$ cat src/rtl/tetris_game_ctrl.sv
// Falling-piece sequencer: spawn, gravity, player moves and lock handshake
// with the playfield store; detects game over at spawn.
module tetris_game_ctrl #(
  parameter int DROP_TICKS = 50000000,
  parameter int SPAWN_X    = 3
) (
  input  logic       clk,
  input  logic       rstn,
  input  logic       start,
  input  logic       mv_left,
  input  logic       mv_right,
  input  logic       mv_rot,
  input  logic       mv_down,
  input  logic [2:0] rnd,
  input  logic       el,
  input  logic       er,
  input  logic       eu,
  input  logic       edrop,
  input  logic       overflow,
  input  logic       refresh_done,
  output logic [4:0] x,
  output logic [4:0] y,
  output logic [2:0] piece_type,
  output logic [1:0] dir,
  output logic       refresh,
  output logic       clear,
  output logic       game_over,
  output logic       busy
);

  localparam int CW = (DROP_TICKS > 2) ? $clog2(DROP_TICKS) : 1;
  localparam logic [CW-1:0] TMAX = CW'(DROP_TICKS - 1);

  typedef enum logic [2:0] {
    IDLE, SPAWN, CHECK, FALL, LOCK, WAIT_REF, OVER
  } state_t;

  state_t state_q, state_d;
  logic [4:0] x_q, x_d, y_q, y_d;
  logic [2:0] type_q, type_d;
  logic [1:0] dir_q, dir_d;
  logic [CW-1:0] cnt_q, cnt_d;
  logic pend_q, pend_d;
  logic clear_q, clear_d;
  logic at_max, tick;

  assign at_max = (cnt_q == TMAX);
  // A tick beaten by a higher-priority move stays pending for one slot.
  assign tick = at_max | pend_q;

  always_ff @(posedge clk or negedge rstn) begin
    if (!rstn) begin
      state_q <= IDLE;
      x_q     <= '0;
      y_q     <= '0;
      type_q  <= '0;
      dir_q   <= '0;
      cnt_q   <= '0;
      pend_q  <= 1'b0;
      clear_q <= 1'b0;
    end else begin
      state_q <= state_d;
      x_q     <= x_d;
      y_q     <= y_d;
      type_q  <= type_d;
      dir_q   <= dir_d;
      cnt_q   <= cnt_d;
      pend_q  <= pend_d;
      clear_q <= clear_d;
    end
  end

  always_comb begin
    state_d = state_q;
    x_d     = x_q;
    y_d     = y_q;
    type_d  = type_q;
    dir_d   = dir_q;
    cnt_d   = cnt_q;
    pend_d  = pend_q;
    clear_d = 1'b0;
    unique case (state_q)
      IDLE: begin
        if (start) begin
          clear_d = 1'b1;
          state_d = SPAWN;
        end
      end
      SPAWN: begin
        x_d     = 5'(SPAWN_X);
        y_d     = '0;
        dir_d   = '0;
        type_d  = (rnd == 3'd7) ? 3'd0 : rnd;
        cnt_d   = '0;
        pend_d  = 1'b0;
        state_d = CHECK;
      end
      CHECK: state_d = overflow ? OVER : FALL;
      FALL: begin
        cnt_d  = at_max ? '0 : cnt_q + CW'(1);
        pend_d = tick;
        if (mv_rot) begin
          if (eu) dir_d = dir_q + 2'd1;
        end else if (mv_left) begin
          if (el) x_d = x_q - 5'd1;
        end else if (mv_right) begin
          if (er) x_d = x_q + 5'd1;
        end else if (mv_down || tick) begin
          pend_d = 1'b0;
          if (edrop) begin
            y_d   = y_q + 5'd1;
            cnt_d = '0;
          end else begin
            state_d = LOCK;
          end
        end
      end
      LOCK: state_d = WAIT_REF;
      WAIT_REF: begin
        if (refresh_done) state_d = SPAWN;
      end
      OVER: begin
        if (start) begin
          clear_d = 1'b1;
          state_d = SPAWN;
        end
      end
      default: state_d = IDLE;
    endcase
  end

  assign x          = x_q;
  assign y          = y_q;
  assign piece_type = type_q;
  assign dir        = dir_q;
  assign clear      = clear_q;
  assign refresh    = (state_q == LOCK);
  assign game_over  = (state_q == OVER);
  assign busy       = (state_q != IDLE) && (state_q != OVER);

endmodule

$ cat config.mk
export PLATFORM = sky130hd
export DESIGN_NAME = tetris_game_ctrl
export DESIGN_NICKNAME = d
export VERILOG_FILES = /design/src/rtl/tetris_game_ctrl.sv
export SDC_FILE = /design/constraint.sdc
export NUM_CORES = 1
export LEC_CHECK = 0
export ABC_CLOCK_PERIOD_IN_PS = 2400
export CORE_ASPECT_RATIO = 0.8
export CORE_UTILIZATION = 38
export CTS_CLUSTER_SIZE = 8
export DETAILED_ROUTE_END_ITERATION = 6
export HOLD_SLACK_MARGIN = 0.12
export PLACE_DENSITY_LB_ADDON = 0.2
export SYNTH_ARGS = -nofsm -noshare
export SYNTH_HDL_FRONTEND = slang
export SYNTH_SLANG_ARGS = --single-unit
$ cat constraint.sdc
create_clock -name clk -period 2.4 [get_ports clk]
set_input_delay 0.6 -clock clk [delete_from_list [all_inputs] [get_ports clk]]
set_output_delay 0.6 -clock clk [all_outputs]
set_load 0.02 [all_outputs]
Word-level counts from Yosys, hierarchy flattened
Cells that the tools add are included.
Widths: inputs -> output; s select.

cells by class
  bitwise gates (word level) = 1
  add/subtract/negate cells = 5
  multiply operators = 0
  muxes and demuxes = 39
  shift operators = 0
  equal/unequal tests = 22
  magnitude comparators = 0
  divide/modulo/power cells = 0
  reduce and logical (&&, ||, !) cells = 10

operators with widths
  operator               count
  $mux 26                6
  $pmux 26 s2            1
  $mux 5                 10
  $mux 3                 9
  $add 26x1->26 const B  1
  $eq 26x26->1 const B   1
  $pmux 5 s2             2
  $ne 2x2->1 const B     9
  $pmux 3 s6             1
  $eq 3x3->1 const B     4
  $ne 3x3->1 const B     4
  $add 5x1->5 const B    2
  $reduce_and 7->1       1
  $eq 3x2->1 const B     2
  $mux 1                 6
  $reduce_and 6->1       1
  $reduce_and 5->1       1
  $sub 5x1->5 const B    1
  $mux 2                 2
  $pmux 2 s2             1
  $eq 3x1->1 const B     1
  $logic_not 3->1        1
  $reduce_and 3->1       1
  $reduce_bool 3->1      1
  other kinds (8)        8

word-level totals
  memories kept = 0
  memory bits (writable) = 0
  flip-flop bits (word level) = 46
  memory bits (read-only) = 0
  word-level logic and storage cells = 85
  latch bits = 0

Longest topological paths before layout
Gate-level depths: netlist (run 1).

  depth after elaboration = 8
  depth in mapped cells = 9
  depth with buffers taken out = 8

Worst setup path before layout (run 1)
Ideal clock, no wire load.

  path type = input-to-reg
  from = in mv_left
  to = reg x_q[4] (netlist: x[4])
  stages on the path = 8
  path buffers = 0
  arrival time = 1.874 ns
  slack = 0.450 ns
  cells stage by stage = inv_2 -> fa_1 -> inv_1 -> a21o_1 -> a21oi_1 -> xnor2_1 -> or4_1 -> o21ai_1

between the ends
  longest elaborated chain between the ends = 3

RTL lines
  element               line  text
  from (decl)           10    input logic mv_left,
  $mux 5                104   end else if (mv_left) begin
  $mux 5                102   if (mv_rot) begin
  $pmux 5 s2            82    unique case (state_q)
  to (signal assigned)  54    x_q <= '0;
  to (signal assigned)  63    x_q <= x_d;
  to (decl)             39    logic [4:0] x_q, x_d, y_q, y_d;

Parallel ways exist; a longest one is shown, timed or not. The select of a mux whose other input is x is not followed.
A chain may end at the register's enable or synchronous reset.

Worst setup path in the final report (run 1)
  from = reg state_q[0]
  to = out game_over

between the ends
  longest elaborated chain between the ends = 1

RTL lines
  element                 line  text
  from (decl)             38    state_t state_q, state_d;
  from (signal assigned)  62    state_q <= state_d;
  $eq 3x3->1              138   assign game_over = (state_q == OVER);
  to (decl)               27    output logic game_over,

Every way passes these cells.

==> flow_summary.yaml, run 1 <==
drt:
  ant_nets: 0
  wl_mm: 6.15
  via_per_inst: 5.52
  drc: 0
  routedWlPerCell_um: 13.9
  vias: 2433
  drtPass1Iterations: 4
  drt_iter0_markers: 129
critical_path:
  path_max_fanout: 7
  crit_path_end_kind: "primary output"
  crit_required_ps: 1800
  critical_path.endpoint: "game_over"
  arrival_ps: 1650
  cp-start-kind: "flip-flop"
  cpPeakStageDelay_ps: 600
  r2r-start: "cnt_q[0]"
  cp_cell_sequence: "inv_2 > and3_1 > clkdlybuf4s50_1"
  crit_path_start: "state_q[0]"
  crit_type: "reg -> out"
  timing.rr.end: "y[0]"
  rrSetupSlack_ps: 470
  rr_worst_depth: 7
  cp_slowest_cell: "clkdlybuf4s50_1"
die:
  fp.dieH_um: 76.8
  dieArea_mm2: 0.00733
  fp.dieW_um: 95.5
  core_mm2: 0.00657
  rows: 26
  initial_core_util: 0.404
  pin_count: 35
logic_synthesis:
  synth_xor_xnor_area_share: 0.0132
  synthCells: 311
  yosys.area_share.simple: 0.275
  synth_top_family_by_area: "simple AND/OR/NAND/NOR gates"
  synthTopCellsByCount: "dfrtp_1, nand2_1, nor2_1, a21oi_1, a31oi_1"
  synth_cell_types: 47
  yosysTopAreaCell: "dfrtp_1"
  yosysWarnings: 0
  synth_ff_type: "dfrtp_1"
  synth_area_leaders: "dfrtp_1, nand2_1, a31oi_1, a21oi_1, nand3_1"
  synth_compound_area_frac: 0.209
  syn_area_per_cell_um2: 8.54
  synth_area_mm2: 0.00266
  synthMuxAreaShare: 0.00377
  synth_seq_cells: 46
  ys_seq_area_frac: 0.433
  ys_async_sr_fraction: 1.00
  synth_edf_count: 0
  synth_nets: 333
  synth-adder-area-share: 0.0311
  synthDominantCellAreaShare: 0.433
global_routing:
  grt_start_max_net_pins: 25
  antenna_found_initial: 0
  grt_pass1_vias: 2213
  grt_pass1_wl_mm: 10.4
  grt_usage: 0.178
  grt.overflow.total: 0
min_path:
  hold_class: "in -> async"
timing:
  setup_viol: 0
  rsz0062_at_grt: "no"
  relSlewSlack: 0.635
  maxSlewViolCount: 0
  layout_setup_ws_ps: 148
  finalHoldViolCount: 0
  fin_crit_ps: 2250
  skew_ps: 3.48
  fmaxAchievable_mhz: 444
  worstMarginPinSlew_ps: 548
  finalCritPeriodShare: 0.938
cells_and_area:
  area_growth_syn_to_layout_pct: 24.0
  fin_cells: 441
  nets: 379
  antenna_cells: 0
  layout-drive-gt1-share: 0.106
  nFillCells: 621
clock_network:
  cts_root_buf: "clkbuf_8"
  ctsResizeCount: 0
  cts_tree: "yes"
  clkLatencyLatePin_ps: 290
  hold_buffers: 0
  cts.sinks: 46
  clockBufferDepth: 2
  clkTransAtPathRegs_ps: 80
  numCtsBuffers: 5
  htreeDepth: 2
  post_cts_buffers: 0
job:
  maxCapViolCount: 0
placement:
  dpl.hpwl_mm: 4.44
  gpl.final_weighted_congestion: 0.747
  io_buffer_count: 34
  dp_slack_ps: -109
  place_inst: 434
status:
  outcome: "complete, no violations"
pwr:
  leakagePower_nw: 1.40
  peakVddDrop_v: 0.000515
  finalPower_mw: 3.23
  power_density_mw_per_mm2: 982
-- flip-flops by register name (all words and copies together) (netlist names) --
name / count
clear: 1
cnt_q: 26
dir: 2
pend_q: 1
piece_type: 3
state_q: 3
x: 5
y: 5
-- how the worst min path moves through the flow --
stage,slack (ps),endpoint,start,depth (start not counted)
6_report,280,piece_type[1],rstn,1
5_1_grt,320,piece_type[1],rstn,1
4_1_cts,300,piece_type[1],rstn,1
3_5_place_dp,490,cnt_q[22],cnt_q[22],1
3_3_place_gp,480,cnt_q[22],cnt_q[22],1
2_1_floorplan,300,clear,rstn,0
-- metal layers --
metal | vias up | GRT usage | routed length, um
li1 | 1245 | - | -
met1 | 1147 | 0.258 | 3130
met4 | 0 | 0.0358 | 30
met2 | 39 | 0.273 | 2770
met5 | - | 0 | 0
met3 | 2 | 0.0357 | 214
-- metrics by stage --
| stage | hold WS [ps] | TNS [ps] | cell area [um^2] | utilization |
|---|---|---|---|---|
| global route | 321 | 0 | 3290 | 0.501 |
| finish | 282 | 0 | 3290 | 0.501 |
| global placement | 483 | -77.8 | 3210 | 0.489 |
| floorplan | 304 | 0 | 2660 | - |
| CTS | 303 | 0 | 3290 | 0.501 |
| detailed placement | 487 | -143 | 3210 | 0.489 |
-- placed cells by master (no fill, tap or decap), types with 6 or more instances in the layout --
master and instances:
nand2_1 46, dfrtp_1 44, clkdlybuf4s50_1 33, nor2_1 22, a21oi_1 21, a31oi_1 20, nand3_1 19, o21ai_1 19
o21ai_0 16, buf_4 16, nand4_1 11, and3_1 9, inv_1 6, nor3_1 6
-- final cells by class --
| class | instances | area, um^2 | area share |
|---|---|---|---|
| Inverter | 8 | 30.0 | 0.00912 |
| Clock buffer | 7 | 76.3 | 0.0232 |
| Multi-Input combinational cell | 243 | 1410 | 0.429 |
| Sequential cell | 46 | 1150 | 0.350 |
| Timing Repair Buffer | 53 | 515 | 0.157 |
| Tap cell | 84 | 105 | 0.0319 |
-- cells by family after synthesis --
kind of cell,Yosys count
and+or+nand+nor,138
AOI/OAI and AO/OA,94
buffers and inverters,22
muxes,1
xor gates and xnor gates,4
DFF,46
adders and majority gates,6
-- critical path, delay by kind of cell, from the launching register on --
family / cells / cell delay [ps]
DFF: 1 / 450
and+or+nand+nor: 1 / 160
buffers and inverters: 2 / 750
-- power breakdown --
| part | switching [mW] | internal, mW | leakage, nW |
|---|---|---|---|
| combinational | 0.897 | 0.729 | 0.760 |
| sequential | 0.209 | 0.950 | 0.607 |
| clock | 0.249 | 0.201 | 0.0383 |
Note: power is estimated with default switching activity, not from simulation.
==> run 2, diff against run 1 <==
--- a/config.mk
+++ b/config.mk
@@ -5,9 +5,10 @@
 export SDC_FILE = /design/constraint.sdc
 export NUM_CORES = 1
 export LEC_CHECK = 0
-export ABC_CLOCK_PERIOD_IN_PS = 2400
+export ABC_CLOCK_PERIOD_IN_PS = 2000
 export CORE_ASPECT_RATIO = 0.8
 export CORE_UTILIZATION = 38
+export CTS_CLUSTER_DIAMETER = 80
 export CTS_CLUSTER_SIZE = 8
 export DETAILED_ROUTE_END_ITERATION = 6
 export HOLD_SLACK_MARGIN = 0.12
==> constraint.sdc (replaced) <==
create_clock -name clk -period 2 [get_ports clk]
set_input_delay 0.5 -clock clk [delete_from_list [all_inputs] [get_ports clk]]
set_output_delay 0.5 -clock clk [all_outputs]
set_load 0.02 [all_outputs]
==> run 2 against run 1 <==
Clock skew grew 4.4 ps. Flip-flop and latch count is the same. Via count grew 6.1%. Highest routed layer unchanged. Die area is the same. Design area grew 7.9%. Wire length grew 8.3%. Total power grew 27%.
==> flow_summary.yaml, run 2 (synthesis results as in run 1) <==
status:
  outcome: "complete, no violations"
critical_path:
  cp-start-kind: "flip-flop"
  timing.rr.end: "cnt_q[21]"
  rr_worst_depth: 7
  path_max_fanout: 5
  crit_required_ps: 1500
  rrSetupSlack_ps: 110
  crit_path_end_kind: "primary output"
  crit_type: "reg -> out"
  arrival_ps: 1410
  r2r-start: "cnt_q[9]"
global_routing:
  grt_usage: 0.198
  grt_pass1_vias: 2434
  grt_start_max_net_pins: 28
  antenna_found_initial: 0
  grt_pass1_wl_mm: 11.5
  grt.overflow.total: 0
die:
  initial_core_util: 0.404
  fp.dieW_um: 95.5
  rows: 26
  pin_count: 35
  fp.dieH_um: 76.8
  dieArea_mm2: 0.00733
  core_mm2: 0.00657
placement:
  place_inst: 455
  gpl.final_weighted_congestion: 0.784
  dpl.hpwl_mm: 4.72
  io_buffer_count: 34
timing:
  fmaxAchievable_mhz: 523
  worstMarginPinSlew_ps: 493
  finalHoldViolCount: 0
  relSlewSlack: 0.671
  maxSlewViolCount: 0
  tns_ps: 0
  rsz0062_at_grt: "no"
  finalCritPeriodShare: 0.956
  fin_crit_ps: 1910
  setup_viol: 0
  skew_ps: 7.87
job:
  maxCapViolCount: 0
clock_network:
  htreeDepth: 2
  clkTransAtPathRegs_ps: 80
  cts.sinks: 46
  clkLatencyLatePin_ps: 300
  clockBufferDepth: 2
  cts_root_buf: "clkbuf_8"
  cts_tree: "yes"
  numCtsBuffers: 5
cells_and_area:
  layout_commonest_cell: "nand2_1"
  final_cell_mix: "nand2_1, dfrtp_1, buf_4, clkdlybuf4s50_1, nor2_1"
  top_register: "cnt_q"
  antenna_cells: 0
  largest_reg_flops: 26
  fin_cells: 467
  nets: 405
  layout-drive-gt1-share: 0.191
  area_growth_syn_to_layout_pct: 33.8
pwr:
  leakagePower_nw: 1.57
  power_density_mw_per_mm2: 1160
  peakVddDrop_v: 0.000639
min_path:
  hold_class: "in -> async"
drt:
  drtPass1Iterations: 4
  wl_mm: 6.66
  ant_nets: 0
  drt_iter0_markers: 230
  via_per_inst: 5.53
  routedWlPerCell_um: 14.3
  vias: 2581
  drc: 0
[run 2: changes by cell type in the layout (fill, tap and decap cells not counted), moves of 2 or more]
cell	change
a21oi_2	+2
xnor2_1	-2
dlygate4sd2_1	+3
ha_1	-2
buf_4	+25
clkdlybuf4s50_1	-4
a21oi_1	-2
xnor2_2	+2
[run 2: how the worst max path moves through the flow]
stage               start  endpoint  slack (ps)  cells after the start
2_1_floorplan        x[0]      x[4]         150                      8
3_3_place_gp      mv_left      x[4]        -380                      9
3_5_place_dp      mv_left      x[4]        -410                      9
4_1_cts          cnt_q[1]      y[3]           6                      7
5_1_grt        state_q[1]      busy           5                      4
6_report       state_q[1]      busy          90                      4
[run 2: metal layers]
| metal | vias up | global-route usage | routed length (um) |
|---|---|---|---|
| met5 | - | 0 | 0 |
| met4 | 0 | 0.0537 | 46 |
| met3 | 5 | 0.0357 | 230 |
| met2 | 54 | 0.301 | 3160 |
| met1 | 1242 | 0.287 | 3210 |
| li1 | 1280 | - | - |
[run 2: critical path: stages, from the launching register on]
cell and delay (ps):
dfrtp_2 440, buf_4 170, xnor2_2 160, nand2_1 70
clkdlybuf4s15_1 280
[run 2: power by group]
group          leakage (nW)  switching, mW  total, mW  internal [mW]
sequential            0.606          0.200       1.34           1.14
clock                0.0383          0.311      0.552          0.242
combinational         0.923           1.20       2.22           1.01
total                  1.57           1.72       4.11           2.39
[run 2: final cells by class]
class,instances,area [um^2]
clock buffer,7,76.3
fill,640,3020
inverter,8,30.0
multi-input combinational,243,1480
sequential,46,1150
tap,84,105
timing repair buffer,79,711
[run 2: through the flow]
stage | cell area [um^2] | utilization | hold WS [ps] | power (mW) | setup slack [ps]
after floorplan | 2660 | - | 204 | 2.55 | 145
after global placement | 3370 | 0.513 | 486 | 3.43 | -378
after detailed placement | 3370 | 0.513 | 490 | 3.47 | -406
after CTS | 3480 | 0.529 | 169 | 4.08 | 6.49
after global routing | 3550 | 0.541 | 186 | 4.43 | 4.69
final | 3550 | 0.541 | 162 | 4.11 | 87.6
[run 2: what timing repair did]
| item | CTS | global route |
|---|---|---|
| gates resized for setup | 8 | 13 |
| endpoints found under the setup margin | 28 | 31 |
| setup buffers | 3 | 2 |
| pin swaps | 0 | 3 |
| hold buffers | 0 | 0 |
